===== src/rtl/router_link_pipelined.sv =====
// router_link_pipelined: retimed router-to-router link with per-VC landing buffers.
// Flits travel forward through STAGES registers and land in a per-VC FIFO sized
// for the full on/off round trip. A round-robin arbiter drains the FIFOs toward
// the downstream router. On/off and allocatable travel backward through STAGES
// registers.
// Optional feature: define LINK_STATS_EN to build per-VC delivered-flit counters;
// otherwise flit_count_o is tied to zero.

package noc_pkg;
    localparam int VC_NUM    = 2;
    localparam int VC_SIZE   = (VC_NUM > 1) ? $clog2(VC_NUM) : 1;
    localparam int PAYLOAD_W = 32;

    // vc_id is the most significant field; the link extracts it by position.
    typedef struct packed {
        logic [VC_SIZE-1:0]   vc_id;
        logic [PAYLOAD_W-1:0] payload;
    } flit_t;
endpackage

module router_link_pipelined
    import noc_pkg::*;
#(
    parameter int STAGES     = 2,
    parameter int SKID_EXTRA = 2
) (
    input  logic                         clk,
    input  logic                         rst,
    input  logic [$bits(flit_t)-1:0]     data_i,
    input  logic                         is_valid_i,
    output logic [VC_NUM-1:0]            is_on_off_o,
    output logic [VC_NUM-1:0]            is_allocatable_o,
    output logic [$bits(flit_t)-1:0]     data_o,
    output logic                         is_valid_o,
    input  logic [VC_NUM-1:0]            is_on_off_i,
    input  logic [VC_NUM-1:0]            is_allocatable_i,
    output logic [VC_NUM-1:0]            overflow_o,
    output logic [VC_NUM*16-1:0]         flit_count_o
);

    localparam int DATA_W = $bits(flit_t);
    localparam int RTT    = 2 * STAGES + 1;
    localparam int DEPTH  = RTT + SKID_EXTRA;
    localparam int CNT_W  = $clog2(DEPTH + 1);
    localparam int PTR_W  = $clog2(DEPTH);

    // Advance a FIFO pointer; DEPTH need not be a power of two.
    function automatic logic [PTR_W-1:0] f_ptr_inc(input logic [PTR_W-1:0] p);
        return (p == PTR_W'(DEPTH - 1)) ? '0 : p + 1'b1;
    endfunction

    // Next round-robin start position after a grant.
    function automatic logic [VC_SIZE-1:0] f_vc_inc(input logic [VC_SIZE-1:0] v);
        return (v == VC_SIZE'(VC_NUM - 1)) ? '0 : v + 1'b1;
    endfunction

    // Forward retiming stages (index STAGES-1 is the tail feeding the FIFOs).
    logic                r_fwd_vld_p  [STAGES];
    logic [DATA_W-1:0]   r_fwd_data_p [STAGES];

    // Backward retiming stages (index STAGES-1 drives the upstream ports).
    logic [VC_NUM-1:0]   r_onoff_p    [STAGES];
    logic [VC_NUM-1:0]   r_alloc_p    [STAGES];

    // Landing buffers.
    logic [DATA_W-1:0]   r_mem        [VC_NUM][DEPTH];
    logic [PTR_W-1:0]    r_wptr       [VC_NUM];
    logic [PTR_W-1:0]    r_rptr       [VC_NUM];
    logic [CNT_W-1:0]    r_cnt        [VC_NUM];
    logic [VC_NUM-1:0]   r_overflow;

    // Arbiter and output register.
    logic [VC_SIZE-1:0]  r_rr_ptr;
    logic                r_valid_o;
    logic [DATA_W-1:0]   r_data_o;

    logic                w_tail_vld;
    logic [DATA_W-1:0]   w_tail_data;
    logic [VC_SIZE-1:0]  w_tail_vc;
    logic [VC_NUM-1:0]   w_wr;
    logic [VC_NUM-1:0]   w_full;
    logic [VC_NUM-1:0]   w_push;
    logic [VC_NUM-1:0]   w_drop;
    logic [VC_NUM-1:0]   w_elig;
    logic [VC_NUM-1:0]   w_pop;
    logic [VC_NUM-1:0]   w_raw_on;
    logic                w_grant_vld;
    logic [VC_SIZE-1:0]  w_grant_vc;
    logic [DATA_W-1:0]   w_rd_data;

    // ---- forward stages p0..p(STAGES-1) ----
    // Valid chain is control and is cleared by reset.
    always_ff @(posedge clk or posedge rst) begin
        if (rst) begin
            for (int i = 0; i < STAGES; i++) r_fwd_vld_p[i] <= 1'b0;
        end else begin
            r_fwd_vld_p[0] <= is_valid_i;
            for (int i = 1; i < STAGES; i++) r_fwd_vld_p[i] <= r_fwd_vld_p[i-1];
        end
    end

    // Data chain carries payload only; its content is qualified by the valid chain.
    always_ff @(posedge clk) begin
        r_fwd_data_p[0] <= data_i;
        for (int i = 1; i < STAGES; i++) r_fwd_data_p[i] <= r_fwd_data_p[i-1];
    end

    assign w_tail_vld  = r_fwd_vld_p[STAGES-1];
    assign w_tail_data = r_fwd_data_p[STAGES-1];
    assign w_tail_vc   = w_tail_data[DATA_W-1 -: VC_SIZE];

    // ---- landing buffer write side and on/off source ----
    // Per-VC write/full/eligibility decode plus the raw on/off from registered occupancy.
    always_comb begin
        w_wr     = '0;
        w_full   = '0;
        w_push   = '0;
        w_drop   = '0;
        w_elig   = '0;
        w_raw_on = '0;
        for (int v = 0; v < VC_NUM; v++) begin
            w_wr[v]     = w_tail_vld && (w_tail_vc == VC_SIZE'(v));
            w_full[v]   = (r_cnt[v] == CNT_W'(DEPTH));
            w_push[v]   = w_wr[v] && !w_full[v];
            w_drop[v]   = w_wr[v] && w_full[v];
            w_elig[v]   = (r_cnt[v] != '0) && is_on_off_i[v];
            w_raw_on[v] = (DEPTH - int'(r_cnt[v])) > RTT;
        end
    end

    // Round-robin pick starting at r_rr_ptr; at most one grant per cycle.
    always_comb begin
        w_grant_vld = 1'b0;
        w_grant_vc  = '0;
        for (int i = 0; i < VC_NUM; i++) begin
            logic [VC_SIZE-1:0] idx;
            idx = VC_SIZE'((int'(r_rr_ptr) + i) % VC_NUM);
            if (!w_grant_vld && w_elig[idx]) begin
                w_grant_vld = 1'b1;
                w_grant_vc  = idx;
            end
        end
    end

    // Pop strobe per VC derived from the single grant.
    always_comb begin
        w_pop = '0;
        for (int v = 0; v < VC_NUM; v++) begin
            w_pop[v] = w_grant_vld && (w_grant_vc == VC_SIZE'(v));
        end
    end

    assign w_rd_data = r_mem[w_grant_vc][r_rptr[w_grant_vc]];

    // Buffer storage: write the tail flit into its VC when there is room.
    always_ff @(posedge clk) begin
        for (int v = 0; v < VC_NUM; v++) begin
            if (w_push[v]) r_mem[v][r_wptr[v]] <= w_tail_data;
        end
    end

    // Buffer pointers, occupancy and sticky overflow per VC.
    always_ff @(posedge clk or posedge rst) begin
        if (rst) begin
            for (int v = 0; v < VC_NUM; v++) begin
                r_wptr[v] <= '0;
                r_rptr[v] <= '0;
                r_cnt[v]  <= '0;
            end
            r_overflow <= '0;
        end else begin
            for (int v = 0; v < VC_NUM; v++) begin
                if (w_push[v]) r_wptr[v] <= f_ptr_inc(r_wptr[v]);
                if (w_pop[v])  r_rptr[v] <= f_ptr_inc(r_rptr[v]);
                case ({w_push[v], w_pop[v]})
                    2'b10:   r_cnt[v] <= r_cnt[v] + 1'b1;
                    2'b01:   r_cnt[v] <= r_cnt[v] - 1'b1;
                    default: r_cnt[v] <= r_cnt[v];
                endcase
                if (w_drop[v]) r_overflow[v] <= 1'b1;
            end
        end
    end

    // ---- output register ----
    // Register the winner; data_o holds its last value when nothing is granted.
    always_ff @(posedge clk or posedge rst) begin
        if (rst) begin
            r_valid_o <= 1'b0;
            r_data_o  <= '0;
            r_rr_ptr  <= '0;
        end else begin
            r_valid_o <= w_grant_vld;
            if (w_grant_vld) begin
                r_data_o <= w_rd_data;
                r_rr_ptr <= f_vc_inc(w_grant_vc);
            end
        end
    end

    // ---- backward stages p0..p(STAGES-1) ----
    // On/off and allocatable both retime toward upstream and reset to 0.
    always_ff @(posedge clk or posedge rst) begin
        if (rst) begin
            for (int i = 0; i < STAGES; i++) begin
                r_onoff_p[i] <= '0;
                r_alloc_p[i] <= '0;
            end
        end else begin
            r_onoff_p[0] <= w_raw_on;
            r_alloc_p[0] <= is_allocatable_i;
            for (int i = 1; i < STAGES; i++) begin
                r_onoff_p[i] <= r_onoff_p[i-1];
                r_alloc_p[i] <= r_alloc_p[i-1];
            end
        end
    end

    assign is_on_off_o      = r_onoff_p[STAGES-1];
    assign is_allocatable_o = r_alloc_p[STAGES-1];
    assign is_valid_o       = r_valid_o;
    assign data_o           = r_data_o;
    assign overflow_o       = r_overflow;

`ifdef LINK_STATS_EN
    logic [15:0] r_flit_cnt [VC_NUM];

    // Count flits delivered per VC; wraps naturally at 16 bits.
    always_ff @(posedge clk or posedge rst) begin
        if (rst) begin
            for (int v = 0; v < VC_NUM; v++) r_flit_cnt[v] <= '0;
        end else begin
            for (int v = 0; v < VC_NUM; v++) begin
                if (w_pop[v]) r_flit_cnt[v] <= r_flit_cnt[v] + 16'd1;
            end
        end
    end

    // Pack the per-VC counters onto the flat port.
    always_comb begin
        flit_count_o = '0;
        for (int v = 0; v < VC_NUM; v++) flit_count_o[v*16 +: 16] = r_flit_cnt[v];
    end
`else
    assign flit_count_o = '0;
`endif

    // A tail flit must name an existing VC; otherwise it is silently discarded.
    assert property (@(posedge clk) disable iff (rst)
        w_tail_vld |-> (int'(w_tail_vc) < VC_NUM));

endmodule


===== config.mk =====
export PLATFORM = sky130hd
export DESIGN_NAME = router_link_pipelined
export DESIGN_NICKNAME = d
export VERILOG_FILES = /design/src/rtl/router_link_pipelined.sv
export SDC_FILE = /design/constraint.sdc
export NUM_CORES = 1
export LEC_CHECK = 0
export BUFFER_PORTS_ARGS = -buffer_cell sky130_fd_sc_hd__buf_2
export CAP_MARGIN = 20
export CORE_MARGIN = 2
export CORE_UTILIZATION = 60
export CTS_CLUSTER_DIAMETER = 100
export DETAILED_ROUTE_END_ITERATION = 12
export HOLD_SLACK_MARGIN = 0.03
export MAX_ROUTING_LAYER = met4
export PLACE_DENSITY = 0.78
export SYNTH_ARGS = -nofsm -noshare
export SYNTH_HDL_FRONTEND = slang
export SYNTH_SLANG_ARGS = --single-unit

===== constraint.sdc =====
create_clock -name clk -period 5.8 [get_ports clk]
set_input_delay 0.87 -clock clk [delete_from_list [all_inputs] [get_ports clk]]
set_output_delay 0.87 -clock clk [all_outputs]
set_load 0.01 [all_outputs]

==> key figures, run 1 <==
Drt
  • DRT Wirelength: approximately 44000 um
  • First-iteration detailed-routing DRC count: about 900
  • Avg WL per Cell: roughly 25 um
  • Drt pass-1 iters: 5
  • Residual DRC count: 0
  • Antenna Nets Post-Route: 0
  • Vias: 10.6k
  • Vias/cell: approximately 6

Place
  • Worst slack, placed: roughly 1.9 ns
  • HPWL after DPL: about 23000 um
  • PortBufs: between 70 and 80
  • Routability cong.: ~0.73

Run status
  • Outcome: finished clean

Global route
  • Vias in the first global route: about 11k
  • First-pass GRT wire length: around 66000 um
  • Total gr overflow: 0
  • Largest net degree at the start of global routing: 67
  • Initial antenna violation count: 0
  • GRT Total Usage: 0.241

Clock network
  • CTS tree: done
  • CTS resizes: 0
  • Clock buffer depth: 3
  • Clk Latency, worst-skew pair: 0.59 ns
  • Clk sinks: ~600
  • CTS clk-pin slew, worst paths: around 0.060 ns
  • H-tree levels: 2
  • CTS Root Buffer Type: clkbuf_16
  • CTS buffer count: 57
  • Setup bufs post-CTS: 0
  • Hold-fix buffers, CTS: 0

Worst setup path
  • Worst R2R End: data_o[12]
  • Worst Path Arrival: slightly below 4 ns
  • Kind of end point of the critical path: register
  • FF-to-FF Start: r_cnt[3]
  • Critical Path Start: r_cnt[3]
  • WS Path Type: reg2reg
  • CP Max Fanout: 27
  • CP Launch Type: register
  • Critical path required time: about 6.3 ns
  • Worst r2r path cells: 6
  • Worst R2R Setup Slack: 2.42 ns

Hold path
  • Worst min path class: reg2reg
  • WHS Endpoint: r_fwd_data_p[0][63]
  • Hold Crit Start: r_fwd_data_p[0][30]
  • Hold path cells: 0

STA
  • Relative slew slack: 0.267
  • Final setup fails: 0
  • Final worst setup slack: around 2.4 ns
  • Worst Tran Pin Value: around 1.1 ns
  • Post-Route Skew: ~0.016 ns
  • Fin Setup TNS: 0 ns
  • Max frequency: about 300 MHz
  • Final min period: about 3.4 ns
  • Crit share post-route: 0.583
  • Final Hold Vio Count: 0
  • Slew Viols, Final: 0
  • Unrepaired setup endpoints after global routing: false

Logic synthesis
  • Syn Std Cell Area: around 22000 um^2
  • Yosys cell types: 43
  • Synth top area cells: edfxtp_1 63%, dfrtp_1 7.3%, mux4_2 6.7%, mux2i_1 6.0%, dfxtp_1 6.0%
  • Async S/R FF share, synth: 0.110
  • Post-synth top area share: 0.625
  • Post-Syn Instances: ~1.2k
  • Post-synth EDFFs: between 400 and 500
  • Main synth FF type: edfxtp_1
  • Seq cells post-synth: roughly 590
  • Leading area contributor after synthesis: edfxtp_1
  • Syn avg cell area: 19.3 um^2
  • Synth warn: 0
  • Sequential share of the synthesized area: 0.758

Die
  • FP Rows: 70
  • Core box area: ~37000 um^2
  • Die area: a little under 40000 um^2
  • Die width: ~200 um
  • I/O pin count: roughly 110
  • Initial core utilization: 0.607
  • Die Ht: about 200 um

Job
  • Maxcap violations: 0

Finish
  • Commonest non-fill, non-tap cell in the layout: edfxtp_1
  • Nets: 1292
  • Fraction of layout cells with a size suffix above 1: 0.244
  • FILL cells: ~2.3k
  • Syn-to-layout area delta: 12.3%
  • # diodes: 0
  • Most frequent cells in the layout: 462 x edfxtp_1, 134 x mux2i_1, 79 x buf_2
  • Post-Route Utilization: 0.682

Power and ir drop
  • Leakage power: roughly 9 nW
  • Worst vdd ir: 291 uV
  • P per Cell Area: slightly below 500 nW/um^2
## logic make-up after synthesis
group / synth area share
flip-flops: 0.758
buffers and inverters: 0.0280
XOR/XNOR: 0.00237
other: 0.000169
AO/OA/AOI/OAI: 0.0412
multiplexers: 0.151
adder cells (fa/ha/maj): 0.00293
AND/OR/NAND/NOR: 0.0157
## per-stage QoR
step	hold slack, ns	cell area (um^2)	power [W]	cells
2_1_floorplan	0.310	22300	0.00787	1181
3_3_place_gp	0.310	23000	0.00865	1656
3_5_place_dp	0.312	23000	0.00876	1656
4_1_cts	0.323	24900	0.0125	1759
5_1_grt	0.331	24900	0.0129	1760
6_report	0.318	24900	0.0124	1760
## critical path: stages, from the launching register on
cell,delay [ns]
dfrtp_1,0.42
o31ai_2,0.13
o21bai_4,0.82
mux2i_4,0.77
buf_4,0.61
mux2_2,0.41
o21ai_1,0.12
## worst max path at each step
stage	to	cells past startpoint	slack, ns
floorplan	r_mem[0][198]	4	1.26
global placement	data_o[12]	7	1.98
detailed placement	data_o[12]	7	1.89
CTS	data_o[12]	6	2.40
global route	data_o[10]	6	2.28
finish	data_o[12]	6	2.42
## layer usage
metal | track usage | vias up | routed length, um
met3 | 0.0437 | 92 | 3210
li1 | - | 4639 | -
met1 | 0.319 | 5438 | 17800
met5 | - | - | 0
met2 | 0.379 | 442 | 21400
met4 | 0.0918 | 0 | 1290
## flip-flops by register name (all words and copies together), names as in the netlist, 6 cells and up
register,count
r_rptr,6
r_fwd_data_p,66
data_o,33
r_cnt,6
r_wptr,6
r_mem,462
## where the power goes
group / total [W] / switching (W) / internal, W / leakage, nW
logic: 0.00310 / 0.00159 / 0.00151 / 2.56
registers: 0.00556 / 0.000469 / 0.00509 / 5.51
clock network: 0.00369 / 0.00149 / 0.00221 / 0.920
total: 0.0124 / 0.00355 / 0.00881 / 8.99
## cell usage after synthesis, types with 6 or more instances
| cell type | number |
|---|---|
| a21o_1 | 6 |
| nand2_1 | 40 |
| o2bb2ai_1 | 66 |
| buf_2 | 26 |
| dfrtp_1 | 65 |
| clkbuf_1 | 30 |
| mux2_4 | 30 |
| mux4_2 | 66 |
| dfxtp_1 | 66 |
| mux2i_1 | 134 |
| o21ai_1 | 33 |
| nor2_1 | 14 |
| edfxtp_1 | 462 |
| inv_1 | 10 |
| buf_4 | 39 |
| o21ai_0 | 6 |
## cell type report
type	instances	area (um^2)	area share
inverters	10	38.8	0.00156
repair buffers	108	626	0.0251
clock inverters	27	334	0.0134
flip-flops and latches	593	16800	0.676
well taps	468	586	0.0235
clock buffers	76	1540	0.0617
multi-input cells	478	4950	0.199
Power figures use the tool's default switching activity.
==> inputs of run 2 (changes only) <==
Settings changed: ABC_AREA set to 1, CORE_UTILIZATION 60 to 55, PLACE_DENSITY 0.78 to 0.75.
Clock period 5.8 ns to 2.87 ns, I/O delays scaled along.
==> run 2 against run 1 <==
  * Highest routed layer unchanged
  * Critical endpoint is now r_cnt[5]
  * Global-route usage up 1.9 points
  * First-iteration DRC count rose by 110%
  * Clock skew up 0.0026 ns
==> key figures, run 2 <==
Logic synthesis
  • Async S/R FF share, synth: 0.110
  • Post-synth top area share: 0.587
  • Leading area contributor after synthesis: edfxtp_1
  • Sequential share of the synthesized area: 0.712
  • Syn avg cell area: 11.1 um^2
  • Count leader, synth: nand2_1
  • Synth top area cells: edfxtp_1 59%, nand2_1 13%, nand3_1 8.2%, dfrtp_1 6.9%, dfxtp_1 5.6%
  • Main synth FF type: edfxtp_1
  • Post-synth top cells: 821 x nand2_1, 462 x edfxtp_1, 385 x nand3_1, 71 x inv_1, 66 x dfxtp_1
  • Seq cells post-synth: a little under 600
  • Synth warn: 0
  • Post-Syn Instances: 2130
  • Post-synth EDFFs: roughly 460
  • Syn Std Cell Area: 23600 um^2
  • Yosys cell types: 34

Global route
  • Total gr overflow: 0
  • Initial antenna violation count: 0
  • First-pass GRT wire length: between 80000 and 90000 um
  • GRT Total Usage: 0.260
  • Largest net degree at the start of global routing: about 170
  • Vias in the first global route: around 15k

Die
  • FP Rows: 75
  • Core box area: 42100 um^2
  • I/O pin count: roughly 110
  • Die area: between 40000 and 50000 um^2
  • Die Ht: about 210 um
  • Die width: approximately 210 um
  • Initial core utilization: 0.561

Clock network
  • H-tree levels: 2
  • Clk sinks: 593
  • CTS Root Buffer Type: clkbuf_16
  • Clock buffer depth: 3
  • Clk Latency, worst-skew pair: 0.62 ns
  • Setup bufs post-CTS: 0
  • CTS buffer count: 57
  • CTS resizes: 0
  • CTS tree: done
  • CTS clk-pin slew, worst paths: approximately 0.06 ns

Drt
  • Antenna Nets Post-Route: 0
  • First-iteration detailed-routing DRC count: a little under 2k
  • Vias/cell: approximately 5.6
  • Avg WL per Cell: 19.7 um
  • DRT Wirelength: 55500 um
  • Residual DRC count: 0
  • Vias: 15.8k
  • Drt pass-1 iters: 5

Worst setup path
  • CP Max Fanout: 7
  • CP Launch Type: register
  • Kind of end point of the critical path: register
  • WS Path Type: reg2reg
  • Worst Path Arrival: between 2 and 3 ns
  • Critical path required time: roughly 3.4 ns

Hold path
  • Worst min path class: in2reg

Finish
  • # diodes: 0
  • Max reg flops: 462
  • FILL cells: ~3.1k
  • Flip-flop and latch area: between 15000 and 20000 um^2
  • Syn-to-layout area delta: 13.9%
  • Nets: ~2.3k
  • Multi-input gate area: between 5000 and 6000 um^2
  • Fraction of layout cells with a size suffix above 1: 0.110
  • Commonest non-fill, non-tap cell in the layout: nand2_1
  • Cell Count, Final, Fillers Out: about 2.8k
  • Design area: between 20000 and 30000 um^2
  • Most frequent cells in the layout: 820 x nand2_1, 462 x edfxtp_1, 385 x nand3_1

STA
  • Unrepaired setup endpoints after global routing: false
  • Post-Route Skew: roughly 0.019 ns
  • Crit share post-route: 0.844
  • Relative slew slack: 0.449
  • Final setup fails: 0
  • Worst Tran Pin Value: 0.826 ns
  • Hold WS: 0.257 ns
  • Max frequency: 413 MHz
  • Fin Setup TNS: 0 ns
  • Final Hold Vio Count: 0
  • Slew Viols, Final: 0
  • Final min period: between 2 and 2.5 ns

Power and ir drop
  • Worst vdd ir: 871 uV
  • Leakage power: 11.1 nW
  • Total power: ~0.027 W
  • P per Cell Area: 1000 nW/um^2

Run status
  • Outcome: finished clean

Place
  • HPWL after DPL: between 20000 and 30000 um
  • Dpl cells: about 2.7k
  • PortBufs: 79
  • Routability cong.: 0.766
  • Placement Cell Area: about 25000 um^2

Job
  • Maxcap violations: 0
## run 2: cell types whose count changed after synthesis, sizes merged, moves of 8 or more
cell,previous run,this run
nand3,3,386
mux2,35,0
clkbuf,30,38
o21ai,39,12
o2bb2ai,66,0
inv,10,87
mux2i,135,0
nand3b,0,24
a21oi,1,10
nand2,40,824
mux4,66,0
buf,70,119
## run 2: logic make-up (layout without fill, tap and decap cells)
| group | count (synthesis) | in the layout | synth area share |
|---|---|---|---|
| adder cells (fa/ha/maj) | 4 | 4 | 0.00275 |
| AND/OR/NAND/NOR | 1255 | 1255 | 0.225 |
| XOR/XNOR | 4 | 4 | 0.00148 |
| AO/OA/AOI/OAI | 29 | 29 | 0.00736 |
| other | 1 | 32 | 0.000159 |
| flip-flops | 593 | 593 | 0.712 |
| buffers and inverters | 244 | 358 | 0.0513 |
## run 2: final timing paths
kind | end | depth (start not counted) | slack (ns) | startpoint
hold reg to reg | r_fwd_data_p[0][64] | 0 | 0.32 | r_fwd_data_p[0][31]
setup reg to reg | r_cnt[5] | 12 | 0.45 | r_cnt[1]
setup / recovery | r_cnt[5] | 12 | 0.45 | r_cnt[1]
min in group asynchronous | is_allocatable_o[1] | 4 | 0.46 | rst
hold / removal | r_rr_ptr | 3 | 0.26 | is_on_off_i[0]
max in group asynchronous | data_o[13] | 4 | 2.04 | rst
## run 2: cell type report
cell class                 instances  share of cell area
clock buffer                      87              0.0613
clock inverter                    21             0.00762
inverter                          87              0.0122
multi-input combinational       1324               0.219
sequential                       593               0.625
tap                              539              0.0251
timing repair buffer             163              0.0499
## run 2: critical path: stages (launching register included)
cell and delay [ns]:
dfrtp_1 0.40, nor2_1 0.11, a21boi_4 0.34, inv_1 0.07, nand2_1 0.10, inv_2 0.04
nor2_1 0.22, ha_1 0.20, inv_1 0.06, fa_1 0.37, a21oi_1 0.14, o21ai_0 0.12
xnor2_1 0.13
## run 2: where the power goes
part	internal (W)	switching, W	total (W)
logic	0.00269	0.00608	0.00877
registers	0.0103	0.000596	0.0109
clock network	0.00425	0.00312	0.00737
total	0.0172	0.00980	0.0270
## run 2: timing repair
action	CTS	global route
setup endpoints to repair	0	0
endpoints found under the hold margin	101	0
hold buffers	37	0
## run 2: per-stage QoR
| stage | worst slack [ns] | util |
|---|---|---|
| 2_1_floorplan | -0.273 | - |
| 3_3_place_gp | 0.389 | 0.586 |
| 3_5_place_dp | 0.430 | 0.586 |
| 4_1_cts | 0.460 | 0.639 |
| 5_1_grt | 0.134 | 0.639 |
| 6_report | 0.448 | 0.639 |
## run 2: metal layers
layer / track usage / vias to the layer above / routed length [um]
met3: 0.0462 / 150 / 5060
met2: 0.415 / 780 / 26600
li1: - / 7319 / -
met5: - / - / 0
met4: 0.0991 / 0 / 1660
met1: 0.337 / 7549 / 22200
==> inputs of run 3 (changes only) <==
Clock period 2.87 ns to 2.04 ns, I/O delays scaled along.
==> run 3 against run 2 <==
  * Final area grew 4.6%
  * Sequential cell count is the same
  * Sequential share of layout area shrank 2.7 points
  * Critical path depth grew 1
  * Via count grew 2.7%
  * Die area is the same
  * Cell count grew 2.3%
  * Clock power grew 48%
  * Combinational power grew 68%
  * Largest cell class unchanged
==> key figures, run 3 (same netlist as run 2, synthesis figures left out) <==
Power and ir drop
  • P per Cell Area: between 1000 and 1500 nW/um^2
  • Worst vdd ir: between 800 and 900 uV
  • Leakage power: approximately 12 nW
  • Total power: 0.0408 W

Drt
  • First-iteration detailed-routing DRC count: around 2.2k
  • Residual DRC count: 0
  • Vias: about 16k
  • DRT Wirelength: between 50000 and 60000 um
  • Drt pass-1 iters: 5
  • Vias/cell: between 5 and 6
  • Avg WL per Cell: approximately 20 um
  • Antenna Nets Post-Route: 0

Place
  • Dpl cells: around 2.7k
  • HPWL after DPL: about 30000 um
  • PortBufs: between 70 and 80
  • Routability cong.: roughly 0.78

Worst setup path
  • Kind of end point of the critical path: register
  • Worst Path Arrival: 2.53 ns
  • WS Path Type: reg2reg
  • CP Launch Type: register
  • Critical path required time: 2.54 ns
  • CP Max Fanout: 8

Clock network
  • CTS buffer count: slightly below 60
  • Clk Latency, worst-skew pair: ~0.62 ns
  • CTS clk-pin slew, worst paths: about 0.060 ns
  • H-tree levels: 2
  • Clock buffer depth: 3
  • Clk sinks: 593
  • CTS Root Buffer Type: clkbuf_16
  • CTS tree: done

Job
  • Maxcap violations: 0

Finish
  • # diodes: 0
  • Nets: 2334
  • Most frequent cells in the layout: 811 x nand2_1, 462 x edfxtp_1, 381 x nand3_1
  • Syn-to-layout area delta: 19.1%
  • Fraction of layout cells with a size suffix above 1: 0.145
  • Cell Count, Final, Fillers Out: between 2k and 3k
  • Commonest non-fill, non-tap cell in the layout: nand2_1
  • Max reg flops: 462

Die
  • Die area: about 45000 um^2
  • Initial core utilization: 0.561
  • Core box area: between 40000 and 50000 um^2
  • I/O pin count: about 110
  • Die width: approximately 210 um
  • Die Ht: 211 um
  • FP Rows: 75

Global route
  • First-pass GRT wire length: between 80000 and 90000 um
  • Initial antenna violation count: 0
  • Largest net degree at the start of global routing: 93
  • Vias in the first global route: around 15k
  • Total gr overflow: 0
  • GRT Total Usage: 0.264

Hold path
  • Worst min path class: in2async

STA
  • Slew Viols, Final: 0
  • Hold WS: around 0.28 ns
  • Final Hold Vio Count: 0
  • Relative slew slack: 0.590
  • Worst Tran Pin Value: approximately 0.6 ns
  • Unrepaired setup endpoints after global routing: true
  • Max frequency: roughly 490 MHz
  • Post-Route Skew: between 0.01 and 0.015 ns
  • Final setup fails: 0
  • Crit share post-route: 0.998
  • Final min period: between 2 and 2.5 ns

Run status
  • Outcome: finished clean
-- run 3: cell count changes in the layout (fill, tap and decap cells not counted), sizes merged --
cell	previous run	this run
clkinv	17	21
bufinv	3	5
clkinvlp	0	2
inv	88	89
clkbuf	87	86
buf	126	183
-- run 3: area by class of cell --
cell class                      instances  area (um^2)
Fill cell                            2943        14000
Clock buffer                           81         1660
Tap cell                              539          674
Timing Repair Buffer                  225         2360
Multi-Input combinational cell       1324         6000
Inverter                               87          340
Clock inverter                         30          299
Sequential cell                       593        16800
-- run 3: routing by layer --
layer | vias up | global-route usage | part of all wire | routed length (um)
met5 | - | - | 0 | 0
met4 | 0 | 0.0974 | 0.029 | 1670
met3 | 140 | 0.0400 | 0.093 | 5420
met2 | 926 | 0.419 | 0.48 | 27800
met1 | 7706 | 0.350 | 0.40 | 23300
li1 | 7450 | - | - | -
-- run 3: power breakdown --
part / total (W) / internal (W) / switching [W]
combinational: 0.0147 / 0.00540 / 0.00928
sequential: 0.0152 / 0.0145 / 0.000784
clock: 0.0109 / 0.00634 / 0.00452
-- run 3: stage by stage --
stage	cell area (um^2)	utilization	setup TNS [ns]	setup WS, ns
2_1_floorplan	24000	-	-18.02	-0.232
3_3_place_gp	25500	0.606	-0.0821	-0.0690
3_5_place_dp	25500	0.606	-0.302	-0.0905
4_1_cts	27900	0.662	-0.0318	-0.0192
5_1_grt	28200	0.668	-1.34	-0.126
6_report	28200	0.668	0	0.00460
-- run 3: final timing paths --
path / start / to / slack [ns] / depth (start not counted)
max: r_cnt[0] / r_cnt[5] / 0.005 / 13
min: rst / is_on_off_o[1] / 0.28 / 3
max reg2reg: r_cnt[0] / r_cnt[5] / 0.005 / 13
min reg2reg: r_fwd_data_p[0][4] / r_fwd_data_p[0][37] / 0.32 / 0
max in group asynchronous: rst / data_o[18] / 1.14 / 4
min in group clk: data_i[26] / r_fwd_data_p[0][26] / 0.32 / 2
-- run 3: critical path, stage by stage (launching register included) --
cell,delay (ns)
dfrtp_1,0.36
inv_2,0.07
a21boi_4,0.17
buf_12,0.15
inv_1,0.06
nand2_4,0.08
inv_4,0.04
nor2_4,0.10
ha_1,0.15
inv_1,0.06
fa_2,0.34
a21oi_2,0.11
o21ai_1,0.09
xnor2_1,0.13
-- run 3: repair_timing --
action | 4_1_cts | 5_1_grt
pin swaps | 0 | 6
setup buffers | 0 | 9
endpoints found under the hold margin | 57 | 0
resized for setup | 6 | 21
hold buffers | 37 | 0
cloned | 0 | 5
setup endpoints to repair | 12 | 39
